`config.mk`:
```
export PLATFORM = sky130hd
export DESIGN_NAME = result_to_bcd
export DESIGN_NICKNAME = d
export VERILOG_FILES = /design/src/rtl/disp_pkg.sv /design/src/rtl/bcd_add3.sv /design/src/rtl/result_to_bcd.sv
export SDC_FILE = /design/constraint.sdc
export NUM_CORES = 1
export LEC_CHECK = 0
export ABC_AREA = 1
export CORE_MARGIN = 2
export CORE_UTILIZATION = 48
export CTS_BUF_LIST = sky130_fd_sc_hd__clkbuf_16
export CTS_CLUSTER_DIAMETER = 50
export DETAILED_ROUTE_END_ITERATION = 8
export HOLD_SLACK_MARGIN = 0.1
export PLACE_DENSITY = 0.88
export SYNTH_ARGS = -nofsm -noshare
export SYNTH_HDL_FRONTEND = slang
export SYNTH_SLANG_ARGS = --single-unit
```
`constraint.sdc`:
```
create_clock -name clk -period 1.35 [get_ports clk]
set_clock_uncertainty 0.2 [all_clocks]
set_input_delay 0.3375 -clock clk [delete_from_list [all_inputs] [get_ports clk]]
set_output_delay 0.3375 -clock clk [all_outputs]
set_load 0.01 [all_outputs]
```
`src/rtl/disp_pkg.sv`:
```
// Shared constants and FSM encoding for the binary-result-to-BCD display converter.
// Leading-zero blanking helper is used when LEAD_ZERO_BLANK_EN is defined.
package disp_pkg;

  localparam int WIDTH = 14;
  localparam int NDIG  = 4;
  localparam int ITER  = 14;
  localparam logic [WIDTH-1:0] MAX_VAL = 14'd9999;

  typedef enum logic [1:0] {
    ST_IDLE = 2'd0,
    ST_CONV = 2'd1,
    ST_DONE = 2'd2
  } state_e;

  // A digit above the units is blanked when it and every more significant digit are zero,
  // unless the decimal point sits at or above it.
  function automatic logic [NDIG-1:0] lead_blank(input logic [4*NDIG-1:0] bcd,
                                                  input logic dp_en,
                                                  input logic [1:0] dp_pos);
    logic [NDIG-1:0] blk;
    logic            run_zero;
    blk      = 4'b0000;
    run_zero = 1'b1;
    for (int i = NDIG - 1; i >= 1; i--) begin
      run_zero = run_zero && (bcd[4*i +: 4] == 4'd0);
      blk[i]   = run_zero && (!dp_en || (2'(i) > dp_pos));
    end
    return blk;
  endfunction

endpackage

```
`src/rtl/bcd_add3.sv`:
```
// Double-dabble nibble correction: add 3 when the BCD nibble is 5 or more.
module bcd_add3 (
  input  logic [3:0] nib_i,
  output logic [3:0] nib_o
);

  assign nib_o = (nib_i >= 4'd5) ? (nib_i + 4'd3) : nib_i;

endmodule

```
`src/rtl/result_to_bcd.sv`:
```
// Sequential double-dabble converter feeding a 4-digit display with error/point/blank flags.
// Optional leading-zero blanking is enabled by defining LEAD_ZERO_BLANK_EN.
module result_to_bcd
  import disp_pkg::*;
(
  input  logic             clk,
  input  logic             reset,
  input  logic [WIDTH-1:0] value,
  input  logic             err_in,
  input  logic             dp_en,
  input  logic [1:0]       dp_pos,
  input  logic             start,
  output logic [3:0]       dig0,
  output logic [3:0]       dig1,
  output logic [3:0]       dig2,
  output logic [3:0]       dig3,
  output logic [3:0]       error,
  output logic [3:0]       dec_point,
  output logic [3:0]       blank,
  output logic             busy,
  output logic             done
);

`ifdef LEAD_ZERO_BLANK_EN
  localparam logic [3:0] BLANK_RST = 4'b1110;
`else
  localparam logic [3:0] BLANK_RST = 4'b0000;
`endif
  localparam logic [3:0] LAST_STEP = 4'(ITER - 1);

  state_e             state_q;
  logic [WIDTH-1:0]   bin_q;
  logic [4*NDIG-1:0]  bcd_q;
  logic [3:0]         cnt_q;
  logic               err_q;
  logic               ovf_q;
  logic               dpen_q;
  logic [1:0]         dppos_q;
  logic [4*NDIG-1:0]  dig_q;
  logic [3:0]         error_q;
  logic [3:0]         dp_q;
  logic [3:0]         blank_q;
  logic               busy_q;
  logic               done_q;

  logic [4*NDIG-1:0]        bcd_adj;
  logic [4*NDIG+WIDTH-1:0]  shift_d;

  for (genvar g = 0; g < NDIG; g++) begin : g_add3
    bcd_add3 u_add3 (
      .nib_i (bcd_q[4*g +: 4]),
      .nib_o (bcd_adj[4*g +: 4])
    );
  end

  assign shift_d = {bcd_adj, bin_q} << 1;

  // Control FSM, shift datapath and registered display outputs.
  always_ff @(posedge clk or negedge reset) begin
    if (!reset) begin
      state_q <= ST_IDLE;
      bin_q   <= '0;
      bcd_q   <= '0;
      cnt_q   <= 4'd0;
      err_q   <= 1'b0;
      ovf_q   <= 1'b0;
      dpen_q  <= 1'b0;
      dppos_q <= 2'd0;
      dig_q   <= '0;
      error_q <= 4'b0000;
      dp_q    <= 4'b0000;
      blank_q <= BLANK_RST;
      busy_q  <= 1'b0;
      done_q  <= 1'b0;
    end else begin
      done_q <= 1'b0;
      case (state_q)
        ST_IDLE: begin
          if (start) begin
            bin_q   <= value;
            ovf_q   <= (value > MAX_VAL);
            err_q   <= err_in;
            dpen_q  <= dp_en;
            dppos_q <= dp_pos;
            bcd_q   <= '0;
            cnt_q   <= 4'd0;
            busy_q  <= 1'b1;
            state_q <= ST_CONV;
          end else begin
            state_q <= ST_IDLE;
          end
        end
        ST_CONV: begin
          {bcd_q, bin_q} <= shift_d;
          cnt_q          <= cnt_q + 4'd1;
          if (cnt_q == LAST_STEP) begin
            state_q <= ST_DONE;
          end else begin
            state_q <= ST_CONV;
          end
        end
        ST_DONE: begin
          if (err_q || ovf_q) begin
            dig_q   <= '0;
            error_q <= 4'b1111;
            dp_q    <= 4'b0000;
            blank_q <= 4'b0000;
          end else begin
            dig_q   <= bcd_q;
            error_q <= 4'b0000;
            dp_q    <= dpen_q ? (4'b0001 << dppos_q) : 4'b0000;
`ifdef LEAD_ZERO_BLANK_EN
            blank_q <= lead_blank(bcd_q, dpen_q, dppos_q);
`else
            blank_q <= 4'b0000;
`endif
          end
          done_q  <= 1'b1;
          busy_q  <= 1'b0;
          state_q <= ST_IDLE;
        end
        default: begin
          busy_q  <= 1'b0;
          state_q <= ST_IDLE;
        end
      endcase
    end
  end

  assign dig0      = dig_q[3:0];
  assign dig1      = dig_q[7:4];
  assign dig2      = dig_q[11:8];
  assign dig3      = dig_q[15:12];
  assign error     = error_q;
  assign dec_point = dp_q;
  assign blank     = blank_q;
  assign busy      = busy_q;
  assign done      = done_q;

endmodule
```
# == Yosys cells after proc, flatten, opt, wreduce, memory -nomap -nowiden ==
# Index checks and enable logic that the tools add are counted.
# word_totals
register_bits,67
output_inout_bits,30
wordCells,55
in_bits,21
# op_classes
n_shift,1
n_bitwise,1
muxes,20
reduce_logical,6
n_lt_le_gt_ge,5
eq_ne,4
addsub,5
# op_table
cell,n
16-bit two-way mux,2
16-bit one-hot mux with 2 select lines,1
4-bit two-way mux,7
14-bit one-hot mux with 2 select lines,1
4-bit by 3-bit greater-or-equal comparator with 1-bit output (second input constant),4
14-bit > comparator (second input constant),1
14-bit two-way mux,1
4-bit by 2-bit adder with 4-bit output (second input constant),3
4-bit one-hot mux with 2 select lines,1
2-bit AND reduction,3
4-bit by 1-bit adder with 4-bit output (second input constant),1
4-bit == test (second input constant),1
2-bit one-hot mux with 2 select lines,1
1-bit by 2-bit left shift with 4-bit output (first input constant),1
3-bit by 2-bit adder with 3-bit output (second input constant),1
1-bit two-way mux,3
3-bit two-way mux,1
2-bit by 1-bit == test with 1-bit output (second input constant),1
2-bit == test (second input constant),1
2-bit logical NOT,1
2-bit two-way mux,1
2-bit inequality test (second input constant),1
1-bit one-hot mux with 2 select lines,1
2-bit nonzero test,1
other kinds (2),2

# == Logic depth before layout (Yosys ltp) ==
# depth
depth_word,3
ltp_mapped,8
ltp_nobuf,8

# == By module ==
# Synthesis repeated with hierarchy kept, for this count alone.
# hier_totals
hier_cells,399
hier_area_um2,3412.0
# by_module_without_submodules
module,area_per_inst_um2,n_inst,seq_area_each_um2,cells_each
result_to_bcd,2871.5,1,1601.5,307
bcd_add3,135.1,4,0.0,23

# == Worst setup path after synthesis ==
# OpenSTA, ideal clock, no wires.
# synth_timing
kind,reg-to-reg
from,register bcd_q[4]
to,register bcd_q[8]
required_time_ps,1026
setup_time_ps,124
n_path_buf,0
synth_period_minus_slack_ps,1337
arrival_time_ps,1013
setup_slack_ps,13
stages_incl_launch_ff,8
path_cell_list,dfrtp_1 > inv_1 > ha_1 > inv_1 > nand2_1 > nand3_1 > nand2_1 > o21bai_1
# synth_between
elab_chain_cells,3
word_cells_on_any_way,4
cone_classes,add/sub (1); order compare (1); mux (2)
# synth_lines
element,line_no,source
from (decl),result_to_bcd.sv:33,logic [4*NDIG-1:0] bcd_q;
from (signal assigned),result_to_bcd.sv:94,"{bcd_q, bin_q} <= shift_d;"
4-bit by 2-bit adder with 4-bit output or 4-bit by 3-bit greater-or-equal comparator with 1-bit output (tied branches),bcd_add3.sv:7,assign nib_o = (nib_i >= 4'd5) ? (nib_i + 4'd3) : nib_i;
4-bit two-way mux *,bcd_add3.sv:7,
16-bit one-hot mux with 2 select lines *,result_to_bcd.sv:77,case (state_q)
# Mark *: on every way between the ends. The rest lies on a longest branch, timed or not.
# A chain may end at the register's enable or synchronous reset.

# == Worst setup path after layout ==
# layout_timing
from,register bcd_q[0]
to,register bcd_q[1]
# The elaborated chain is that of the path after synthesis.

==> results.yml <==
status:
  status: "finished with violations"
  violations: "negative setup slack"
logic_synthesis:
  synth_xor_xnor_area_share: 0
  synth_edf_count: 0
  async_reset_ff_frac: 1.000
  ys_top_cells_by_count: "nand2_1 (121), dfrtp_1 (64), nand3_1 (32), inv_1 (29), o21ai_1 (19)"
  synth_area_leader_cell: "dfrtp_1"
  synth_compound_area_frac: 0.08045
  synth.area.top_cells: "dfrtp_1 (51%), nand2_1 (15%), nand3_1 (5.1%)"
  ys_ff_latch: 64
  synth_top_area_frac: 0.5149
  synth_top_family_by_area: "simple AND/OR/NAND/NOR gates"
  synth_area_um2: 3110
  yosysMostFrequentCell: "nand2_1"
  synth_fa_ha_area_frac: 0.04023
  synth_flop_cell: "dfrtp_1"
  muxShareOfSynthArea: 0
  synth_cell_types: 28
  yosysWarnings: 0
  syn_area_per_cell_um2: 8.664
  yosys.area_share.simple: 0.2715
  seq_area_frac_synth: 0.5149
  syn_inst: 359
timing:
  period_needed_ns: 1.499
  whs_ns: 0.2809
  finalSetupTns_ns: -4.684
  rsz0062_at_grt: "yes"
  maxSlewViolCount: 0
  fin_ws_ns: -0.1485
  period_share: 1.110
  max_freq_mhz: 667.3
  setup_viol: 85
  finalHoldViolations: 0
global_route:
  grt_pass1_vias: 3106
  grt_remaining_overflow: 0
  grt_usage: 0.2546
  grt_max_degree: 65
  grt_pass1_wl_um: 14230
  antenna_found_initial: 0
power_and_ir_drop:
  peakVddDrop_mv: 1.417
  cellPowerDensity_nw_per_um2: 2472
  power.leakage_nw: 2.539
final_layout:
  syn2layout_area_growth_pct: 61.79
  drive_above_1_share: 0.5123
  n_antenna_cell: 0
  fin_nets: 512
  fill_cells: 352
  design_area_um2: 5032
routing:
  wl_um: 10070
  wl_per_cell_um: 17.88
  vias_per_cell: 5.531
  dr.pass1.iters: 5
  post-route-drc-count: 0
  vias: 3114
  antenna_left: 0
  drtIter0Drc: 204
clocking:
  ctsHtreeMaxLevel: 3
  ctsLongestPathBuffers: 2
  cts.sinks: 64
  clk_pin_slew_ns: 0.06
  tritoncts: "built"
  insertion_delay_ns: 0.34
  cts-root-buf: "clkbuf_16"
  cts_inserted_buffers: 9
run:
  max-cap-violations: 0
worst_setup_path:
  path_cells: "inv_2, ha_4, inv_2, nand2_4, nand3_4, nand2_1, nand3_2, nand2_1"
  crit_required_ns: 1.37
  critPathKind: "flop to flop"
  crit_path_end_kind: "flop"
  worst_ep_arrival_time_ns: 1.52
  slowest_delay_ns: 0.45
  crit_slowest_cell: "dfrtp_1"
  cp_max_fo: 4
  crit_path_start_kind: "flop"
placed_design:
  place.gp.congestion: 0.8312
  dp_hpwl_um: 4535
  io_buffers: 46
  place_area_um2: 3844
  dp_slack_ns: -0.3337
die:
  io_pins: 51
  die_h_um: 84.50
  core_area_um2: 6314
  die_area_um2: 7140
  start_util: 0.4927
  rows: 29
  die_width_um: 84.50
hold_path:
  min_path_type: "flop to flop"
[cell usage in the layout (no fill, tap or decap), drive strengths merged, types with 3 or more instances in the layout]
master,Yosys,final
a21oi,3,3
bufinv,0,5
buf,18,103
nand3,37,37
dfrtp,64,64
ha,10,10
nor2,13,13
conb,1,4
inv,32,34
nand2,129,129
o21ai,34,34
o21bai,3,3
nand4,9,9
clkbuf,0,11
clkdlybuf4s50,0,19
[where the power goes]
group | total (W) | leakage, nW | switching [W] | internal (W)
registers | 0.00345 | 0.792 | 0.000748 | 0.00271
logic | 0.00591 | 1.56 | 0.00318 | 0.00273
clock network | 0.00307 | 0.190 | 0.000892 | 0.00218
[per-stage QoR]
| step | instances | total power [W] | util |
|---|---|---|---|
| 5_1_grt | 563 | 0.01310 | 0.7971 |
| 6_report | 563 | 0.01244 | 0.7971 |
| 2_1_floorplan | 362 | 0.005605 | - |
| 4_1_cts | 545 | 0.01083 | 0.7126 |
| 3_3_place_gp | 502 | 0.006896 | 0.6088 |
| 3_5_place_dp | 502 | 0.007138 | 0.6088 |
[kinds of logic (layout without fill, tap and decap cells)]
kind of cell | after synthesis | in the layout
other | 1 | 4
adders and majority gates | 10 | 10
DFF | 64 | 64
and+or+nand+nor | 188 | 188
buffers and inverters | 51 | 175
AOI/OAI and AO/OA | 45 | 45
[routing by layer]
layer,track usage,part of all wire
met4,0.1515,0.047
met1,0.2848,0.36
met5,0,0
met2,0.4567,0.53
met3,0.03736,0.072
[registers in the layout (all words and copies together), names as in the netlist, 2 cells and up]
register,flops
state_q,2
dig_q,16
bin_q,14
cnt_q,4
dppos_q,2
dec_point,4
bcd_q,16
[worst max-delay path, delay by kind of cell, from the launching register on]
family / cells / cell delay, ns
flops: 1 / 0.45
simple gates: 5 / 0.40
fa+ha+maj: 1 / 0.17
buf+inv: 2 / 0.16
[worst paths after layout]
kind | cells past startpoint | to | slack, ns | start
max | 8 | bcd_q[1] | -0.15 | bcd_q[0]
max reg2reg | 8 | bcd_q[1] | -0.15 | bcd_q[0]
min in group asynchronous | 3 | cnt_q[3] | 0.35 | reset
min | 2 | dig_q[11] | 0.28 | dig_q[11]
max in group asynchronous | 3 | bcd_q[8] | 0.31 | reset
min reg2reg | 2 | dig_q[11] | 0.28 | dig_q[11]
[final cells by class]
class	instances	area [um2]	area share
clock buffers	9	225.2	0.04475
flip-flops and latches	64	1604	0.3187
inverters	33	143.9	0.02859
clock inverters	7	167.7	0.03332
repair buffers	125	1085	0.2156
repair inverters	1	6.256	0.001243
well taps	77	96.34	0.01914
multi-input cells	247	1704	0.3386
[repair_timing]
item,CTS,global route
buffers inserted,24,16
hold buffers,1,0
resized for setup,155,105
hold endpoints to repair,64,0
gates cloned,2,3
pin swaps,11,22
setup endpoints to repair,54,78
No activity file was read; power rests on OpenSTA's default activity.
